File: config.mk
export PLATFORM = sky130hd
export DESIGN_NAME = lsu_ctrl
export DESIGN_NICKNAME = d
export VERILOG_FILES = /design/src/rtl/lsu_ctrl_pkg.sv /design/src/rtl/lsu_watchdog.sv /design/src/rtl/lsu_ctrl.sv
export SDC_FILE = /design/constraint.sdc
export NUM_CORES = 1
export LEC_CHECK = 0
export ABC_CLOCK_PERIOD_IN_PS = 2700
export CAP_MARGIN = 20
export CORE_AREA = 5 5 42 44
export CTS_CLUSTER_DIAMETER = 200
export DETAILED_ROUTE_END_ITERATION = 10
export DIE_AREA = 0 0 47 49
export PLACE_DENSITY = 0.82
export SYNTH_ARGS = -nofsm -noshare
export SYNTH_HDL_FRONTEND = slang
export SYNTH_HIERARCHICAL = 1
export SYNTH_SLANG_ARGS = --single-unit
File: constraint.sdc
create_clock -name clock -period 2.7 [get_ports clock]
set_input_delay 0.675 -clock clock [delete_from_list [all_inputs] [get_ports clock]]
set_output_delay 0.675 -clock clock [all_outputs]
set_load 0.01 [all_outputs]
File: src/rtl/lsu_ctrl_pkg.sv
// lsu_ctrl_pkg: shared types and constants for the load/store unit controller.
//   lsu_state_e         - controller state encoding (3 bits)
//   axi4_resp_t         - AXI4 xRESP field type
//   AXI4_RESP_OKAY      - the only response treated as success
//   LSU_TIMEOUT_DEFAULT - default watchdog limit in cycles
//   resp_is_err()       - true for any response other than OKAY
package lsu_ctrl_pkg;

  typedef enum logic [2:0] {
    LSU_STATE_IDLE    = 3'd0,
    LSU_STATE_RD_ADDR = 3'd1,
    LSU_STATE_RD_DATA = 3'd2,
    LSU_STATE_WR_REQ  = 3'd3,
    LSU_STATE_WR_RESP = 3'd4,
    LSU_STATE_DONE    = 3'd5
  } lsu_state_e;

  typedef logic [1:0] axi4_resp_t;

  localparam axi4_resp_t  AXI4_RESP_OKAY      = 2'b00;
  localparam int unsigned LSU_TIMEOUT_DEFAULT = 1024;

  function automatic logic resp_is_err(input axi4_resp_t resp);
    return resp != AXI4_RESP_OKAY;
  endfunction

endpackage

File: src/rtl/lsu_watchdog.sv
// lsu_watchdog: per-instruction cycle counter for the LSU controller.
//   clock, reset : system clock, asynchronous active-high reset
//   clear        : hold the count at zero (controller idle)
//   count_en     : controller is waiting on the bus this cycle
//   expired      : count has reached TIMEOUT_CYCLES-1 while counting
module lsu_watchdog
  import lsu_ctrl_pkg::*;
#(
  parameter int unsigned TIMEOUT_CYCLES = LSU_TIMEOUT_DEFAULT
) (
  input  logic clock,
  input  logic reset,
  input  logic clear,
  input  logic count_en,
  output logic expired
);

  logic [31:0] count_q;

  always_ff @(posedge clock or posedge reset) begin
    if (reset) begin
      count_q <= '0;
    end else if (clear) begin
      count_q <= '0;
    end else if (count_en) begin
      count_q <= count_q + 32'd1;
    end
  end

  assign expired = count_en && (count_q == 32'(TIMEOUT_CYCLES - 1));

endmodule

File: src/rtl/lsu_ctrl.sv
// lsu_ctrl: sequences the AXI4 handshakes for one load or store at a time
// and hands the result to WBU over valid/ready.
//   clock, reset            : system clock, asynchronous active-high reset
//   valid_i/ready_o         : instruction handshake from execute
//   is_load_i, is_store_i   : instruction class (load wins if both set)
//   valid_o/ready_i         : result handshake to WBU
//   rdata_we_o              : capture strobe for the LSU datapath read register
//   err_o                   : sticky access error until the WBU handshake
//   aw*/w*/b*/ar*/r*        : AXI4 channel control (single beat, arlen=0)
// Build option: define LSU_TIMEOUT_EN to enable the TIMEOUT_CYCLES watchdog,
// which forces DONE with err_o set when the slave stalls too long.
module lsu_ctrl
  import lsu_ctrl_pkg::*;
#(
  parameter int unsigned TIMEOUT_CYCLES = LSU_TIMEOUT_DEFAULT
) (
  input  logic       clock,
  input  logic       reset,
  input  logic       valid_i,
  output logic       ready_o,
  input  logic       is_load_i,
  input  logic       is_store_i,
  output logic       valid_o,
  input  logic       ready_i,
  output logic       rdata_we_o,
  output logic       err_o,
  output logic       awvalid_o,
  input  logic       awready_i,
  output logic       wvalid_o,
  input  logic       wready_i,
  input  logic       bvalid_i,
  output logic       bready_o,
  input  logic [1:0] bresp_i,
  output logic       arvalid_o,
  input  logic       arready_i,
  input  logic       rvalid_i,
  output logic       rready_o,
  input  logic [1:0] rresp_i,
  input  logic       rlast_i
);

  lsu_state_e state_q, state_d;
  logic       aw_done_q, aw_done_d;
  logic       w_done_q, w_done_d;
  logic       err_q, err_d;
  logic       timeout;

`ifdef LSU_TIMEOUT_EN
  logic busy;
  assign busy = (state_q == LSU_STATE_RD_ADDR) || (state_q == LSU_STATE_RD_DATA) ||
                (state_q == LSU_STATE_WR_REQ)  || (state_q == LSU_STATE_WR_RESP);

  // Holding the count clear while idle means it starts from zero on the
  // first bus-waiting cycle of every instruction.
  lsu_watchdog #(
    .TIMEOUT_CYCLES(TIMEOUT_CYCLES)
  ) u_watchdog (
    .clock   (clock),
    .reset   (reset),
    .clear   (state_q == LSU_STATE_IDLE),
    .count_en(busy),
    .expired (timeout)
  );
`else
  logic unused_timeout_cfg;
  assign timeout            = 1'b0;
  assign unused_timeout_cfg = |TIMEOUT_CYCLES;
`endif

  // NOTE: sequential state uses non-blocking assignments so every register
  // samples the pre-edge values, independent of statement order.
  always_ff @(posedge clock or posedge reset) begin
    if (reset) begin
      state_q   <= LSU_STATE_IDLE;
      aw_done_q <= 1'b0;
      w_done_q  <= 1'b0;
      err_q     <= 1'b0;
    end else begin
      state_q   <= state_d;
      aw_done_q <= aw_done_d;
      w_done_q  <= w_done_d;
      err_q     <= err_d;
    end
  end

  always_comb begin
    // NOTE: every value written below gets a hold default first, so no path
    // through the case leaves a signal unassigned and no latch is inferred.
    state_d   = state_q;
    aw_done_d = aw_done_q;
    w_done_d  = w_done_q;
    err_d     = err_q;

    case (state_q)
      LSU_STATE_IDLE: begin
        if (valid_i) begin
          if (is_load_i)       state_d = LSU_STATE_RD_ADDR;
          else if (is_store_i) state_d = LSU_STATE_WR_REQ;
          else                 state_d = LSU_STATE_DONE;
        end
      end
      LSU_STATE_RD_ADDR: begin
        if (arready_i) state_d = LSU_STATE_RD_DATA;
      end
      LSU_STATE_RD_DATA: begin
        if (rvalid_i) begin
          if (resp_is_err(rresp_i)) err_d = 1'b1;
          if (rlast_i) state_d = LSU_STATE_DONE;
        end
      end
      LSU_STATE_WR_REQ: begin
        // A ready seen after the matching valid has dropped only re-sets an
        // already-set flag, so it is harmless.
        if (awready_i) aw_done_d = 1'b1;
        if (wready_i)  w_done_d  = 1'b1;
        if (aw_done_d && w_done_d) begin
          state_d   = LSU_STATE_WR_RESP;
          aw_done_d = 1'b0;
          w_done_d  = 1'b0;
        end
      end
      LSU_STATE_WR_RESP: begin
        if (bvalid_i) begin
          if (resp_is_err(bresp_i)) err_d = 1'b1;
          state_d = LSU_STATE_DONE;
        end
      end
      LSU_STATE_DONE: begin
        if (ready_i) begin
          state_d = LSU_STATE_IDLE;
          err_d   = 1'b0;
        end
      end
      default: state_d = LSU_STATE_IDLE;
    endcase

    // Watchdog expiry abandons the bus transaction; valids drop next cycle.
    if (timeout) begin
      state_d   = LSU_STATE_DONE;
      err_d     = 1'b1;
      aw_done_d = 1'b0;
      w_done_d  = 1'b0;
    end
  end

  // All handshake outputs decode registered state only; rdata_we_o alone
  // follows rvalid_i so the datapath captures on the R handshake edge.
  assign ready_o    = (state_q == LSU_STATE_IDLE);
  assign valid_o    = (state_q == LSU_STATE_DONE);
  assign arvalid_o  = (state_q == LSU_STATE_RD_ADDR);
  assign rready_o   = (state_q == LSU_STATE_RD_DATA);
  assign rdata_we_o = (state_q == LSU_STATE_RD_DATA) && rvalid_i;
  assign awvalid_o  = (state_q == LSU_STATE_WR_REQ) && !aw_done_q;
  assign wvalid_o   = (state_q == LSU_STATE_WR_REQ) && !w_done_q;
  assign bready_o   = (state_q == LSU_STATE_WR_RESP);
  assign err_o      = err_q;

endmodule

* Word level (Yosys, flattened, before mapping)
Index checks and enable logic that the tools add are counted.
Operators by class: equal/unequal tests 14, muxes and demuxes 22, reduce and logical (&&, ||, !) cells 12
Operators by type and width (count):
- $mux W3 | 9
- $pmux W3 S6 | 1
- $mux W1 | 11
- $ne A2 B1 Y1 const B | 5
- $ne A2 B2 Y1 const B | 4
- $reduce_and A7 Y1 | 1
- $eq A3 B2 Y1 const B | 2
- $eq A3 B3 Y1 const B | 2
- $reduce_and A6 Y1 | 1
- $logic_and A1 B1 Y1 | 4
- $reduce_bool A2 Y1 | 2
- $eq A3 B1 Y1 const B | 1
- $logic_not A3 Y1 | 1
- $pmux W1 S3 | 1
- $reduce_bool A3 Y1 | 1
- $logic_not A1 Y1 | 2
Storage, ports and cells: register bits after elaboration 6, input bits 16, output and inout bits 9, logic and storage cells 52

* Logic depth before layout (Yosys ltp)
Gate-level depths: netlist (run 1).
word-level depth 5, mapped depth 5, mapped depth without buffers 4

* Least setup slack after synthesis (run 1)
OpenSTA, ideal clock, no wires.
kind register to output, from register state_q[0], to output port rdata_we_o, data arrival time 1.057 ns, required time 2.025 ns, slack 0.968 ns, stages on the path, launching flop included 5, path buffers 2, cell sequence dfrtp_1 > buf_6 > buf_6 > nor3_2 > and2_1
On the way: cells in the longest elaborated chain, start to end 2
RTL lines:
- start: declaration | line lsu_ctrl.sv:42 | lsu_state_e state_q, state_d;
- start signal: assignment | line lsu_ctrl.sv:79 | state_q <= state_d;
- $eq A3 B2 Y1
- net rready_o | line lsu_ctrl.sv:37 | output logic rready_o,
- $logic_and A1 B1 Y1 | line lsu_ctrl.sv:152 | assign rdata_we_o = (state_q == LSU_STATE_RD_DATA) && rvalid_i;
- end: declaration | line lsu_ctrl.sv:25 | output logic rdata_we_o,
The timed path passes the listed nets, and every way through them passes these cells.

* Worst setup path in the final report (run 1)
from input port rvalid_i, to output port rdata_we_o
On the way: cells in the longest elaborated chain, start to end 1
RTL lines:
- start: declaration | line lsu_ctrl.sv:36 | input logic rvalid_i,
- $logic_and A1 B1 Y1 | line lsu_ctrl.sv:152
No other way between the ends.

==> results by group, run 1 <==
Power
  • Pleak: 0.306 nW
  • Switching pwr: 312 uW
  • Design internal power: 411 uW
  • Power Density: 937 nW/um2
  • Sequential share of power: 31.7%
  • Switching Fraction: 43.2%
  • Clock group share of total power: 11.4%
  • Combinational fraction of design power: 56.9%
  • Peak supply drop: 0.435 mV

Finish
  • Antenna diodes: 0
  • Fill cells: 148
  • Area occupied by multi-input gates: 312 um2
  • Share of cells above drive strength 1: 12.4%
  • Synthesis-to-finish area growth: 50.2%
  • Nets: 107
  • Reg area: 150 um2

Floorplan
  • Core area: 1400 um2
  • # IOs: 25
  • Initial cell density of the core: 36.6%
  • Die Wd: 47 um
  • Placement row count: 14
  • Die Ht: 49 um
  • Die ar.: 2300 um2

Logic synthesis
  • Synth unique cells: 32
  • Dominant synthesized flop cell: dfrtp_1
  • Syn_area_per_cell: 7.89 um2
  • Share of synthesized flip-flops with an asynchronous set or reset: 100%
  • #FFs+latches synth: 6
  • Register area share after synthesis: 29.3%
  • Synth warnings: 6
  • Synth Cell Area: 513 um2
  • Mapped Nets: 81
  • Post-synth EDFFs: 0
  • Syn Inst Count: 65

Setup path
  • Startpoint Class: input pin
  • Most common cell type on the critical path: clkdlybuf4s50_1
  • CP Class: in -> out
  • Worst-path fanout max: 3
  • CP bufs+invs: 2
  • CP max-delay cell: clkdlybuf4s50_1
  • Worst path cell trace: clkdlybuf4s50_1 -> and2_1 -> clkdlybuf4s50_1
  • Worst path arrival time: 1.85 ns
  • Cell family with most CP delay: buffers and inverters
  • CP endpoint kind: output pin
  • CP required: 2.03 ns
  • Max incr delay on CP: 0.54 ns

Timing
  • Tightest Pin Transition: 0.434 ns
  • Unrepaired setup endpoints after global routing: no
  • Min Tclk post-route: 2.53 ns
  • Slew HR: 71.1%
  • Fin worst setup slack: 0.174 ns
  • Clock Skews: 0.00464 ns
  • Fin. Hold Viols: 0
  • Slew Viols, Final: 0
  • Setup TNS: 0 ns
  • Final setup viols: 0
  • Tcrit/Tclk final: 93.6%
  • Fmax: 396 MHz

Drt
  • Vias per cell: 5.38
  • DRT iter0 DRCs: 4
  • Antenna Nets Post-Route: 0
  • DRT Pass-1 Iters: 4
  • WL/cell: 11.9 um
  • DR vias: 565
  • Residual DRC count: 0
  • WL final: 1.25 mm

Clock network
  • CTS Buf Count: 3
  • CTS Buffer Depth: 2
  • H-tree level count: 1
  • Setup Buffers After CTS: 0
  • Post-cts sizing count: 0
  • CTS Hold Bufs: 0
  • CTS tree: built
  • Clock-pin slew on the worst setup and hold paths: 0.05 ns
  • Clk_lat worst skew: 0.24 ns
  • # clock sinks: 6
  • Clk root buf: clkbuf_4

Place
  • Worst Setup Slack post-DPL: 0.161 ns
  • Dpl hpwl: 1.03 mm
  • Routability cong.: 0.785
  • PortBufs: 24

Global routing
  • GRT Resource Usage Total: 11.9%
  • Largest net degree at the start of global routing: 17
  • First-pass GRT wire length: 2.00 mm
  • Vias in the first global route: 525
  • Grt ovf: 0
  • Antenna violations before repair: 0

Job
  • Number of max-cap violations: 0

Run status
  • Status: complete, no violations

Hold path
  • HP Class: reg -> reg
final cells by class:
type                       count  area share [%]
clock buffer                   3            2.92
inverter                       3            1.46
multi-input combinational     51            40.4
sequential                     6            19.5
tap                           16            2.60
timing repair buffer          26            33.1
final timing paths:
kind	from	endpoint	slack (ns)	cells after the start
setup / recovery	rvalid_i	rdata_we_o	0.17	3
hold reg to reg	err_o	err_o	0.55	2
max in group asynchronous	reset	w_done_q	1.84	2
min in group asynchronous	reset	state_q[0]	0.66	2
hold / removal	err_o	err_o	0.55	2
setup reg to reg	state_q[0]	err_o	1.16	5
synth_stat cells (2+ instances only):
| master | number | area (um2) |
|---|---|---|
| a31oi_1 | 2 | 12.5 |
| dfrtp_1 | 6 | 150 |
| a21oi_1 | 2 | 10.0 |
| buf_6 | 2 | 22.5 |
| inv_1 | 3 | 11.3 |
| nand2_1 | 8 | 30.0 |
| buf_2 | 2 | 10.0 |
| nor3_1 | 4 | 20.0 |
| nor2_1 | 13 | 48.8 |
layer usage:
layer	GRT usage [%]	vias to the layer above	part of all wire, %
met2	17.4	24	46
met5	0	-	0
li1	-	288	-
met3	5.90	2	11
met1	12.8	251	41
met4	7.83	0	1.2
cells in the final DEF (no fill, tap or decap), types with 2 or more instances in the layout:
cell type	n
nor2_1	13
a21oi_1	2
nor3_1	4
inv_1	3
buf_4	2
clkbuf_4	3
a31oi_1	2
nand2_1	8
dfrtp_1	6
clkdlybuf4s50_1	24
cells by family (layout without fill, tap and decap cells):
| family | after synthesis | in the layout | share of synthesized area (%) |
|---|---|---|---|
| and+or+nand+nor | 32 | 32 | 29.8 |
| AOI/OAI and AO/OA | 18 | 18 | 29.0 |
| buffers and inverters | 8 | 32 | 10.0 |
| DFF | 6 | 6 | 29.3 |
| muxes | 1 | 1 | 1.95 |
power by group through the flow:
stage | Sequential (mW) | Clock [mW] | Combinational (mW)
3_3_place_gp | 0.227 | 0 | 0.408
6_report | 0.229 | 0.0823 | 0.411
3_5_place_dp | 0.231 | 0 | 0.414
5_1_grt | 0.241 | 0.0944 | 0.456
2_1_floorplan | 0.167 | 0 | 0.343
4_1_cts | 0.229 | 0.0873 | 0.417
worst register-to-register path, stage by stage (launching register included):
cell	delay, ns
dfrtp_1	0.60
buf_4	0.24
mux2i_1	0.27
a311oi_2	0.07
nor2_1	0.10
o221ai_1	0.12
metrics by stage:
| step | hold WS [ns] | cell area [um2] | utilization [%] | power (mW) | instances |
|---|---|---|---|---|---|
| final | 0.552 | 771 | 55.0 | 0.723 | 105 |
| after global routing | 0.594 | 771 | 55.0 | 0.791 | 105 |
| after CTS | 0.553 | 771 | 55.0 | 0.734 | 105 |
| after detailed placement | 0.542 | 748 | 53.4 | 0.645 | 102 |
| after global placement | 0.529 | 748 | 53.4 | 0.635 | 102 |
| after floorplan | 0.466 | 513 | - | 0.511 | 65 |
flip-flops by register name (all words and copies together), names as in the netlist:
signal / flops
w_done_q: 1
err_o: 1
state_q: 3
aw_done_q: 1
No activity file was read; power rests on OpenSTA's default activity.
==> run 2: changes to the inputs <==
--- a/config.mk
+++ b/config.mk
@@ -16,3 +16,4 @@
 export SYNTH_HDL_FRONTEND = slang
 export SYNTH_HIERARCHICAL = 1
 export SYNTH_SLANG_ARGS = --single-unit
+export TNS_END_PERCENT = 100
==> results of run 2 <==
The final DEF is identical to that of run 1; final timing and power are the same.
